--- src/rtl/psk_modem_param.sv ---
// Binary PSK modem: carrier modulator plus majority-vote coherent demodulator
// sharing one symbol/carrier timing base, with optional differential coding.
module psk_modem_param #(
  parameter int SYM_CYCLES  = 16,
  parameter int CARR_CYCLES = 4,
  parameter int DIFF        = 1
) (
  input  logic clk,
  input  logic rst_n,
  input  logic start,
  input  logic tx_data,
  input  logic tx_valid,
  output logic tx_ready,
  output logic mod_out,
  input  logic rx_in,
  output logic rx_data,
  output logic rx_valid,
  output logic rx_amb
);

  localparam int CW = $clog2(CARR_CYCLES);
  localparam int SW = $clog2(SYM_CYCLES);
  localparam int AW = $clog2(SYM_CYCLES + 1);
  localparam logic [CW-1:0] CARR_LAST = CW'(CARR_CYCLES - 1);
  localparam logic [CW-1:0] CARR_HALF = CW'(CARR_CYCLES / 2);
  localparam logic [SW-1:0] SYM_LAST  = SW'(SYM_CYCLES - 1);
  localparam logic [AW-1:0] SYM_HALF  = AW'(SYM_CYCLES / 2);
  localparam bit DIFF_EN = (DIFF != 0);

  if (CARR_CYCLES < 2 || (CARR_CYCLES % 2) != 0 || SYM_CYCLES < 2 ||
      (SYM_CYCLES % 2) != 0 || (SYM_CYCLES % CARR_CYCLES) != 0) begin : g_param_check
    $error("psk_modem_param: illegal SYM_CYCLES/CARR_CYCLES combination");
  end

  logic [CW-1:0] carr_cnt;
  logic [SW-1:0] sym_cnt;
  logic [AW-1:0] acc;
  logic          e;
  logic          h_prev;

  logic          c;
  logic          boundary;
  logic          d;
  logic          m;
  logic [AW-1:0] tot;
  logic          h;
  logic          amb;

  assign c        = (carr_cnt < CARR_HALF);
  assign boundary = start && (sym_cnt == SYM_LAST);
  assign d        = tx_valid & tx_data;
  assign m        = rx_in ^ c;
  assign tot      = acc + AW'(m);
  assign h        = (tot > SYM_HALF);
  assign amb      = (tot == SYM_HALF);

  assign tx_ready = boundary;
  // Gated by rst_n so the line is quiet while reset is held, whatever start does.
  assign mod_out  = rst_n & start & (c ^ e);

  always_ff @(posedge clk or negedge rst_n) begin
    if (!rst_n) begin
      carr_cnt <= '0;
      sym_cnt  <= '0;
      acc      <= '0;
      e        <= 1'b0;
      h_prev   <= 1'b0;
      rx_data  <= 1'b0;
      rx_valid <= 1'b0;
      rx_amb   <= 1'b0;
    end else if (!start) begin
      // Idle: drop any partial symbol and restart coding from phase 0.
      carr_cnt <= '0;
      sym_cnt  <= '0;
      acc      <= '0;
      e        <= 1'b0;
      h_prev   <= 1'b0;
      rx_valid <= 1'b0;
    end else begin
      carr_cnt <= (carr_cnt == CARR_LAST) ? '0 : carr_cnt + 1'b1;
      sym_cnt  <= (sym_cnt == SYM_LAST) ? '0 : sym_cnt + 1'b1;
      rx_valid <= 1'b0;
      if (boundary) begin
        e        <= DIFF_EN ? (e ^ d) : d;
        rx_data  <= DIFF_EN ? (h ^ h_prev) : h;
        h_prev   <= h;
        rx_amb   <= amb;
        rx_valid <= 1'b1;
        acc      <= '0;
      end else begin
        acc <= tot;
      end
    end
  end

endmodule
--- config.mk ---
export PLATFORM = sky130hd
export DESIGN_NAME = psk_modem_param
export DESIGN_NICKNAME = d
export VERILOG_FILES = /design/src/rtl/psk_modem_param.sv
export SDC_FILE = /design/constraint.sdc
export NUM_CORES = 1
export LEC_CHECK = 0
export CORE_MARGIN = 3
export CORE_UTILIZATION = 35
export DETAILED_ROUTE_END_ITERATION = 8
export HOLD_SLACK_MARGIN = 0.03
export SLEW_MARGIN = 30
export SYNTH_ARGS = -nofsm -noshare
export SYNTH_HDL_FRONTEND = slang
export SYNTH_SLANG_ARGS = --single-unit
--- constraint.sdc ---
create_clock -name clk -period 2.7 [get_ports clk]
set_input_delay 0.27 -clock clk [delete_from_list [all_inputs] [get_ports clk]]
set_output_delay 0.27 -clock clk [all_outputs]
set_load 0.01 [all_outputs]
==> results of run 1 <==
[worst max path at each step]
stage / from / endpoint / slack, ns / depth (start not counted)
floorplan: carr_cnt[1]$_DFF_PN0_ / rx_data$_DFFE_PN0P_ / 0.77 / 7
global placement: rx_in / rx_data$_DFFE_PN0P_ / 0.40 / 8
detailed placement: rx_in / rx_data$_DFFE_PN0P_ / 0.36 / 8
CTS: sym_cnt[0]$_DFF_PN0_ / tx_ready / 0.58 / 4
global route: sym_cnt[0]$_DFF_PN0_ / tx_ready / 0.40 / 4
finish: sym_cnt[0]$_DFF_PN0_ / tx_ready / 0.60 / 4
[layer usage]
layer  wire, um  up-vias  GRT usage
met3         23        4    0.01749
met2        557        4     0.1674
met1        596      229     0.1673
met5          0        -          0
met4         29        0    0.06550
li1           -      253          -
[sequential cells by signal (all words and copies together), names as in the netlist]
signal / cells
acc: 5
sym_cnt: 4
e: 1
rx_amb: 1
rx_data: 1
rx_valid: 1
carr_cnt: 2
h_prev: 1
[kinds of logic after synthesis]
| kind of cell | Yosys count | synth area share |
|---|---|---|
| adder cells (fa/ha/maj) | 4 | 0.06993 |
| flip-flops | 16 | 0.5594 |
| AO/OA/AOI/OAI | 7 | 0.06993 |
| AND/OR/NAND/NOR | 25 | 0.1871 |
| buffers and inverters | 3 | 0.01573 |
| XOR/XNOR | 8 | 0.09791 |
[power groups by stage]
stage               registers, mW  logic, mW  clock network [mW]
finish                      0.263     0.0744               0.154
global placement            0.268     0.0738                   0
global route                0.265     0.0850               0.169
detailed placement          0.268     0.0748                   0
floorplan                   0.266     0.0476                   0
CTS                         0.263     0.0752               0.161
[stage by stage]
| stage | std cells | instance area, sq um | util | power, mW |
|---|---|---|---|---|
| final | 104 | 898.4 | 0.4935 | 0.4913 |
| after global routing | 104 | 898.4 | 0.4935 | 0.5196 |
| after CTS | 104 | 898.4 | 0.4935 | 0.4991 |
| after detailed placement | 100 | 862.1 | 0.4735 | 0.3430 |
| after global placement | 100 | 862.1 | 0.4735 | 0.3415 |
| after floorplan | 63 | 715.7 | - | 0.3133 |
[synth_stat cells, drive strengths merged (2+ instances only)]
cell type	instances	area share
or3	2	0.024
nand2	2	0.010
xor2	3	0.037
and2	2	0.017
inv	3	0.016
a21oi	2	0.014
nand3	6	0.042
xnor2	5	0.061
dfrtp	16	0.56
nor2	6	0.031
ha	4	0.070
and3	4	0.037
[layout make-up]
| class | instances | area (sq um) |
|---|---|---|
| Multi-Input combinational cell | 44 | 304.0 |
| Fill cell | 175 | 922.1 |
| Inverter | 3 | 11.26 |
| Tap cell | 25 | 31.28 |
| Sequential cell | 16 | 400.4 |
| Clock buffer | 4 | 36.28 |
| Timing Repair Buffer | 12 | 115.1 |
[worst reg2reg max path, cell delays in order, from the launching register on]
cell,delay (ns)
dfrtp_1,0.43
xnor2_1,0.14
ha_1,0.20
ha_1,0.22
xor2_1,0.18
or3_4,0.35
a2111o_1,0.41
nand3_1,0.08
==> metrics.md, run 1 <==
| Metric | Value |
|---|---|
| Status | `complete, no violations` |
| Share of cells above drive strength 1 | `0.1013` |
| DPL Wire Length | `941.8 um` |
| Synthesized area | `715.7 sq um` |
| CP Buf/Inv Count | `2` |
| Final setup viols | `0` |
| Vias in the first global route | `508` |
| CTS tree | `done` |
| Sw Pwr | `115.3 uW` |
| Critical Path RT | `2.43 ns` |
| Routed WL | `1207 um` |
| Total Nets Final | `90` |
| Worst path arrival time | `1.83 ns` |
| Worst-Margin Slew | `0.4049 ns` |
| Post-synth cell types | `22` |
| Drt wl/cell | `11.61 um` |
| Routability cong. | `0.7539` |
| Register area share after synthesis | `0.5594` |
| Area growth, synth to finish | `25.52%` |
| Async S/R FF share, synth | `1.000` |
| Initial antenna violation count | `0` |
| Critical Path Sink Type | `output port` |
| TritonCTS Buffers | `3` |
| Antenna-violating nets left | `0` |
| Min Tclk post-route | `2.095 ns` |
| CP max stage delay | `0.54 ns` |
| RSZ-0062 raised after global routing | `false` |
| Detailed router's first-iteration violation count | `4` |
| Top delay family on crit path | `buffers and inverters` |
| Combinational fraction of design power | `0.151` |
| Pwr/cell area | `546.9 mW/mm^2` |
| Sw frac | `0.2347` |
| Height of the die | `51.22 um` |
| Post-CTS Hold Fix Bufs | `0` |
| Ant diodes | `0` |
| Clock network power share | `0.313` |
| First-pass GRT wire length | `2256 um` |
| Kind of launch point of the worst setup path | `flip-flop` |
| Slew Limit Fails | `0` |
| Final count of hold timing violations | `0` |
| IO buf count | `10` |
| Top_reg_cell synth | `dfrtp_1` |
| DRC | `0` |
| Drt pass-1 iters | `4` |
| Cell count after synthesis | `63` |
| Width of the chip | `51.22 um` |
| DP Worst Slack | `0.3633 ns` |
| CTS Root Cell | `clkbuf_4` |
| Gates resized, CTS repair | `0` |
| Max-slew headroom | `0.7281` |
| DR vias/cell | `4.712` |
| RR Startpoint | `carr_cnt[1]$_DFF_PN0_` |
| Core area | `0.001821 sq mm` |
| Routed vias | `490` |
| Peak VDD IR | `0.3233 mV` |
| Site Rows | `15` |
| Leak pwr | `0.4312 nW` |
| Initial Utilization | `0.3931` |
| Int Pwr | `376.0 uW` |
| Part of the power in registers | `0.536` |
| FMAX | `477.2 MHz` |
| H-tree levels | `1` |
| Post-synth EDFFs | `0` |
| Critical path class | `reg2out` |
| Skew-Pair Late Insertion Delay | `0.28 ns` |
| Synth Area per Inst | `11.36 sq um` |
| Final worst slack | `0.6046 ns` |
| Clk sink count | `16` |
| R2R Setup Slk | `0.63 ns` |
| Setup Buffers After CTS | `0` |
| Ys Warns | `0` |
| Grt ovf | `0` |
| Most frequent cells in the layout | `dfrtp_1, clkdlybuf4s50_1, nand3_1, nor2_1, xnor2_1` |
| HP Class | `in2async` |
| R2R cell count | `7` |
| Die ar. | `0.002623 sq mm` |
| Worst-path fanout max | `7` |
| Leading cell type in the layout, fill and taps excluded | `dfrtp_1` |
| Mapped Nets | `73` |
| Gr usage total | `0.1168` |
| Max Root-Sink Buffers | `2` |
| Final clock skew | `0.003852 ns` |
| Clk pin slew, worst setup/hold paths | `0.09 ns` |
| Slowest cell on crit path | `clkdlybuf4s50_1` |
| Period utilization | `0.7761` |
| Hold_ws | `0.3670 ns` |
| Max Cap Viol | `0` |
| FF-to-FF End | `rx_data$_DFFE_PN0P_` |
| Critical-path cell list | `ha_1 > nand4_1 > inv_1 > clkdlybuf4s50_1` |
| Setup TNS | `0 ns` |
| Pin count of the biggest net entering global routing | `17` |
| #FFs+latches synth | `16` |
| Boundary pin count | `11` |
No activity file was read; power rests on OpenSTA's default activity.
==> inputs of run 2 (changes only) <==
Clock period 2.7 ns to 2.04 ns, I/O delays scaled along.
==> metrics.md, run 2 (synthesis results as in run 1) <==
| Metric | Value |
|---|---|
| Status | `complete, no violations` |
| Pin count of the biggest net entering global routing | `17 (unchanged)` |
| Die ar. | `0.002623 sq mm (unchanged)` |
| Worst-Margin Slew | `0.4104 ns (+0.005497 ns)` |
| Worst path arrival time | `2.16 ns (+0.33 ns)` |
| Peak VDD IR | `0.4669 mV (+44%)` |
| TritonCTS Buffers | `3 (unchanged)` |
| Gr usage total | `0.1274 (+0.01059)` |
| PnR Total Power | `676.4 uW (+38%)` |
| Reg area | `400.4 sq um (unchanged)` |
| Initial antenna violation count | `0 (unchanged)` |
| RSZ-0062 raised after global routing | `false` |
| Most frequent cells in the layout | `dfrtp_1, clkdlybuf4s50_1, buf_4` |
| DPL Wire Length | `1006 um (+6.8%)` |
| Max reg flops | `5 (unchanged)` |
| Width of the chip | `51.22 um (unchanged)` |
| Min Tclk post-route | `1.934 ns` |
| Clk sink count | `16 (unchanged)` |
| Final count of hold timing violations | `0 (unchanged)` |
| Initial Utilization | `0.3931 (unchanged)` |
| Drt wl/cell | `12.81 um (+10%)` |
| Final setup viols | `0 (unchanged)` |
| Routability cong. | `0.7154 (-5.1%)` |
| CTS Root Cell | `clkbuf_4` |
| Post-CTS Hold Fix Bufs | `0 (unchanged)` |
| Leading cell type in the layout, fill and taps excluded | `dfrtp_1` |
| R2R Setup Slk | `0.11 ns (-0.52 ns)` |
| Antenna-violating nets left | `0 (unchanged)` |
| Vias in the first global route | `569 (+12%)` |
| FILL cells | `172 (-1.7%)` |
| Kind of launch point of the worst setup path | `flip-flop` |
| IO buf count | `10 (unchanged)` |
| Most flops, register | `acc` |
| CTS tree | `done` |
| Multi-input logic area | `309.0 sq um (+1.6%)` |
| Routed vias | `533 (+8.8%)` |
| Hold_ws | `0.3009 ns (-0.06609 ns)` |
| Ant diodes | `0 (unchanged)` |
| FMAX | `517.0 MHz` |
| Top flop regs | `acc (5), sym_cnt (4), carr_cnt (2)` |
| H-tree levels | `1 (unchanged)` |
| Clk pin slew, worst setup/hold paths | `0.09 ns (about the same)` |
| Crit path launch | `carr_cnt[1]$_DFF_PN0_` |
| Grt ovf | `0 (unchanged)` |
| Boundary pin count | `11 (unchanged)` |
| RR Startpoint | `carr_cnt[1]$_DFF_PN0_` |
| Skew-Pair Late Insertion Delay | `0.28 ns (about the same)` |
| HP Class | `in2async` |
| Detailed router's first-iteration violation count | `11 (+7)` |
| Worst-path fanout max | `2 (-5)` |
| Drt pass-1 iters | `4 (unchanged)` |
| Area growth, synth to finish | `31.47%` |
| Setup Buffers After CTS | `0 (unchanged)` |
| Slew Limit Fails | `0 (unchanged)` |
| Height of the die | `51.22 um (unchanged)` |
| Site Rows | `15 (unchanged)` |
| Routed WL | `1396 um (+16%)` |
| Max Cap Viol | `0 (unchanged)` |
| Critical path class | `reg2reg` |
| DR vias/cell | `4.890 (+3.8%)` |
| Total Nets Final | `95 (+5.6%)` |
| First-pass GRT wire length | `2477 um (+9.8%)` |
| Final clock skew | `0.0006688 ns (-0.003184 ns)` |
| Critical Path Sink Type | `flip-flop` |
| Max Root-Sink Buffers | `2 (unchanged)` |
| Critical Path RT | `2.26 ns (-0.17 ns)` |
| DRC | `0 (unchanged)` |
| Share of cells above drive strength 1 | `0.1786 (+0.07731)` |
| Max-slew headroom | `0.7244 (-0.003691)` |
| Pwr/cell area | `718.9 mW/mm^2 (+31%)` |
| Leak pwr | `0.4502 nW (+4.4%)` |
| Core area | `0.001821 sq mm (unchanged)` |
| Period utilization | `0.9481` |
[run 2: changes by cell type in the layout (fill, tap and decap cells not counted)]
cell	change
ha_2	+2
buf_4	+5
ha_1	-2
[run 2: final cells by class]
class | count | share of cell area
flip-flops and latches | 16 | 0.4255
multi-input cells | 44 | 0.3285
repair buffers | 17 | 0.1622
clock buffers | 4 | 0.03856
well taps | 25 | 0.03324
inverters | 3 | 0.01197
[run 2: routing by layer]
layer	global-route usage	routed length (um)	share of wire	up-vias
met4	0.07860	13	0.0093	0
met5	0	0	0	-
li1	-	-	-	261
met2	0.2103	742	0.53	9
met1	0.1564	600	0.43	261
met3	0.01749	39	0.028	2
[run 2: path summary, 6_finish.rpt]
kind	to	depth (start not counted)
max	rx_data$_DFFE_PN0P_	7
min	acc[1]$_DFF_PN0_	2
max reg2reg	rx_data$_DFFE_PN0P_	7
min reg2reg	carr_cnt[0]$_DFF_PN0_	1
max in group asynchronous	rx_data$_DFFE_PN0P_	2
min in group clk	carr_cnt[0]$_DFF_PN0_	1
[run 2: metrics by stage]
stage               cell area (sq um)  setup WS [ns]  setup TNS [ns]  cells  utilization
floorplan                       715.7         0.1068               0     63            -
global placement                899.6        -0.1718         -0.3378    105       0.4942
detailed placement              899.6        -0.1793         -0.4053    105       0.4942
CTS                             935.9        0.03769               0    109       0.5141
global route                    940.9        0.02193               0    109       0.5168
finish                          940.9         0.1059               0    109       0.5168
[run 2: timing repair]
| item | 4_1_cts | 5_1_grt |
|---|---|---|
| resized for setup | 0 | 2 |
| endpoints found under the hold margin | 0 | 0 |
| setup endpoints to repair | 0 | 2 |
[run 2: power by group]
group          internal [mW]  switching [mW]  total [mW]
registers              0.335          0.0120       0.347
logic                 0.0710          0.0505       0.121
clock network          0.109          0.0990       0.208
total                  0.515           0.161       0.676
[run 2: critical path, cell delays in order, from the launching register on]
cell	delay, ns
dfrtp_1	0.40
xnor2_1	0.13
ha_2	0.18
ha_2	0.18
xor2_1	0.17
or3_4	0.33
a2111o_1	0.40
nand3_1	0.08
==> inputs of run 3 (changes only) <==
Clock period 2.04 ns to 1.69 ns, I/O delays scaled along.
==> metrics.md, run 3 (synthesis results as in run 1) <==
| Metric | Value |
|---|---|
| DRC | `0 (unchanged)` |
| Critical Path Sink Type | `flip-flop` |
| Period utilization | `1.132 (+0.1842)` |
| TritonCTS Buffers | `3 (unchanged)` |
| Multi-input logic area | `327.8 sq um (+6.1%)` |
| Most frequent cells in the layout | `dfrtp_1, buf_4, clkdlybuf4s50_1` |
| Core area | `0.001821 sq mm (unchanged)` |
| Skew-Pair Late Insertion Delay | `0.28 ns (about the same)` |
| First-pass GRT wire length | `2504 um (+1.1%)` |
| Kind of launch point of the worst setup path | `flip-flop` |
| Reg area | `400.4 sq um (unchanged)` |
| Hold_ws | `0.2691 ns (-0.03186 ns)` |
| RSZ-0062 raised after global routing | `true` |
| Boundary pin count | `11 (unchanged)` |
| Routed WL | `1444 um (+3.4%)` |
| Final clock skew | `0.001297 ns (+0.0006280 ns)` |
| FMAX | `522.6 MHz (+1.1%)` |
| Leading cell type in the layout, fill and taps excluded | `dfrtp_1` |
| PnR Total Power | `855.9 uW (+27%)` |
| Site Rows | `15 (unchanged)` |
| Leak pwr | `0.4750 nW (+5.5%)` |
| Routability cong. | `0.7504 (+4.9%)` |
| Height of the die | `51.22 um (unchanged)` |
| Die ar. | `0.002623 sq mm (unchanged)` |
| Drt wl/cell | `12.78 um (-0.22%)` |
| Status | `finished, violations left` |
| FILL cells | `179 (+4.1%)` |
| Critical Path RT | `1.92 ns (-0.34 ns)` |
| Slowest cell on crit path | `dfrtp_1` |
| Drt pass-1 iters | `4 (unchanged)` |
| Critical path class | `reg2reg` |
| Placed Cells incl. Taps | `107 (+1.9%)` |
| DP Worst Slack | `-0.4336 ns (-0.2543 ns)` |
| Vias in the first global route | `574 (+0.88%)` |
| Clk pin slew, worst setup/hold paths | `0.10 ns (about the same)` |
| Worst-Margin Slew | `0.2274 ns (-0.1830 ns)` |
| R2R cell count | `7 (unchanged)` |
| Routed vias | `555 (+4.1%)` |
| Pwr/cell area | `870.3 mW/mm^2 (+21%)` |
| Final worst slack | `-0.2236 ns (-0.3295 ns)` |
| Width of the chip | `51.22 um (unchanged)` |
| Max Root-Sink Buffers | `2 (unchanged)` |
| Ant diodes | `0 (unchanged)` |
| Detailed router's first-iteration violation count | `7 (-4)` |
| Total Nets Final | `99 (+4.2%)` |
| Slew Limit Fails | `0 (unchanged)` |
| Max Cap Viol | `0 (unchanged)` |
| Share of cells above drive strength 1 | `0.2614 (+0.08279)` |
| Worst-path fanout max | `3 (+1)` |
| Pin count of the biggest net entering global routing | `17 (unchanged)` |
| Final setup viols | `3 (+3)` |
| DR vias/cell | `4.912 (+0.44%)` |
| Peak VDD IR | `0.4518 mV (-3.2%)` |
| Initial antenna violation count | `0 (unchanged)` |
| Area growth, synth to finish | `37.41%` |
| DPL Wire Length | `1073 um (+6.7%)` |
| Worst path arrival time | `2.14 ns (-0.02 ns)` |
| Min Tclk post-route | `1.914 ns (-0.02053 ns)` |
| Initial Utilization | `0.3931 (unchanged)` |
| Post-Layout Cell Count | `113 (+3.7%)` |
| H-tree levels | `1 (unchanged)` |
| CP max stage delay | `0.40 ns (about the same)` |
| Top flop regs | `acc (5), sym_cnt (4), carr_cnt (2)` |
| Clk sink count | `16 (unchanged)` |
| CTS tree | `done` |
| Gr usage total | `0.1302 (+0.002851)` |
| HP Class | `in2async` |
| Most flops, register | `acc` |
| Critical-path cell list | `xnor2_1 > ha_2 > ha_4 > xor2_1 > or3_4 > a2111o_1 > nand3_1` |
| IO buf count | `10 (unchanged)` |
| Max reg flops | `5 (unchanged)` |
| Failing checks | `setup timing` |
| CTS Root Cell | `clkbuf_4` |
| Final count of hold timing violations | `0 (unchanged)` |
| Antenna-violating nets left | `0 (unchanged)` |
| Max-slew headroom | `0.8473 (+0.1229)` |
| Grt ovf | `0 (unchanged)` |
run 3: repair_timing:
| item | 4_1_cts | 5_1_grt |
|---|---|---|
| endpoints found under the setup margin | 5 | 4 |
| gates cloned | 0 | 0 |
| buffers inserted | 2 | 0 |
| resized for setup | 6 | 1 |
| hold buffers | 0 | 0 |
| pin swaps | 3 | 1 |
run 3: layout make-up:
type | instances | share of cell area
multi-input cells | 44 | 0.3333
clock buffers | 4 | 0.03690
flip-flops and latches | 16 | 0.4071
inverters | 3 | 0.01145
well taps | 25 | 0.03181
repair buffers | 21 | 0.1794
run 3: worst paths after layout:
kind / startpoint / end / slack (ns)
hold reg to reg: carr_cnt[0]$_DFF_PN0_ / carr_cnt[0]$_DFF_PN0_ / 0.44
setup reg to reg: carr_cnt[1]$_DFF_PN0_ / rx_data$_DFFE_PN0P_ / -0.22
setup / recovery: carr_cnt[1]$_DFF_PN0_ / rx_data$_DFFE_PN0P_ / -0.22
hold / removal: rst_n / acc[4]$_DFF_PN0_ / 0.27
min in group clk: carr_cnt[0]$_DFF_PN0_ / carr_cnt[0]$_DFF_PN0_ / 0.44
max in group asynchronous: rst_n / sym_cnt[0]$_DFF_PN0_ / 1.24
run 3: metrics by stage:
step	TNS, ns	util	instance area (sq um)
after floorplan	-0.1972	-	730.7
after global placement	-1.047	0.5107	929.6
after detailed placement	-1.252	0.5107	929.6
after CTS	-0.5582	0.5430	988.4
after global routing	-0.7419	0.5402	983.4
final	-0.5551	0.5402	983.4
run 3: power breakdown:
part | internal [mW] | leakage (nW) | switching, mW
logic | 0.109 | 0.237 | 0.0721
clock network | 0.131 | 0.0210 | 0.124
registers | 0.405 | 0.217 | 0.0155
run 3: worst max-delay path, delay by kind of cell (launching register included):
| kind | cells | cell delay (ns) |
|---|---|---|
| adders and majority gates | 2 | 0.35 |
| AOI/OAI and AO/OA | 1 | 0.38 |
| xor gates and xnor gates | 2 | 0.30 |
| DFF | 1 | 0.40 |
| and+or+nand+nor | 2 | 0.42 |
run 3: layer usage:
| metal | wire (um) | global-route usage |
|---|---|---|
| met5 | 0 | 0 |
| met4 | 13 | 0.07860 |
| met3 | 46 | 0.03790 |
| met2 | 737 | 0.2039 |
| met1 | 648 | 0.1574 |
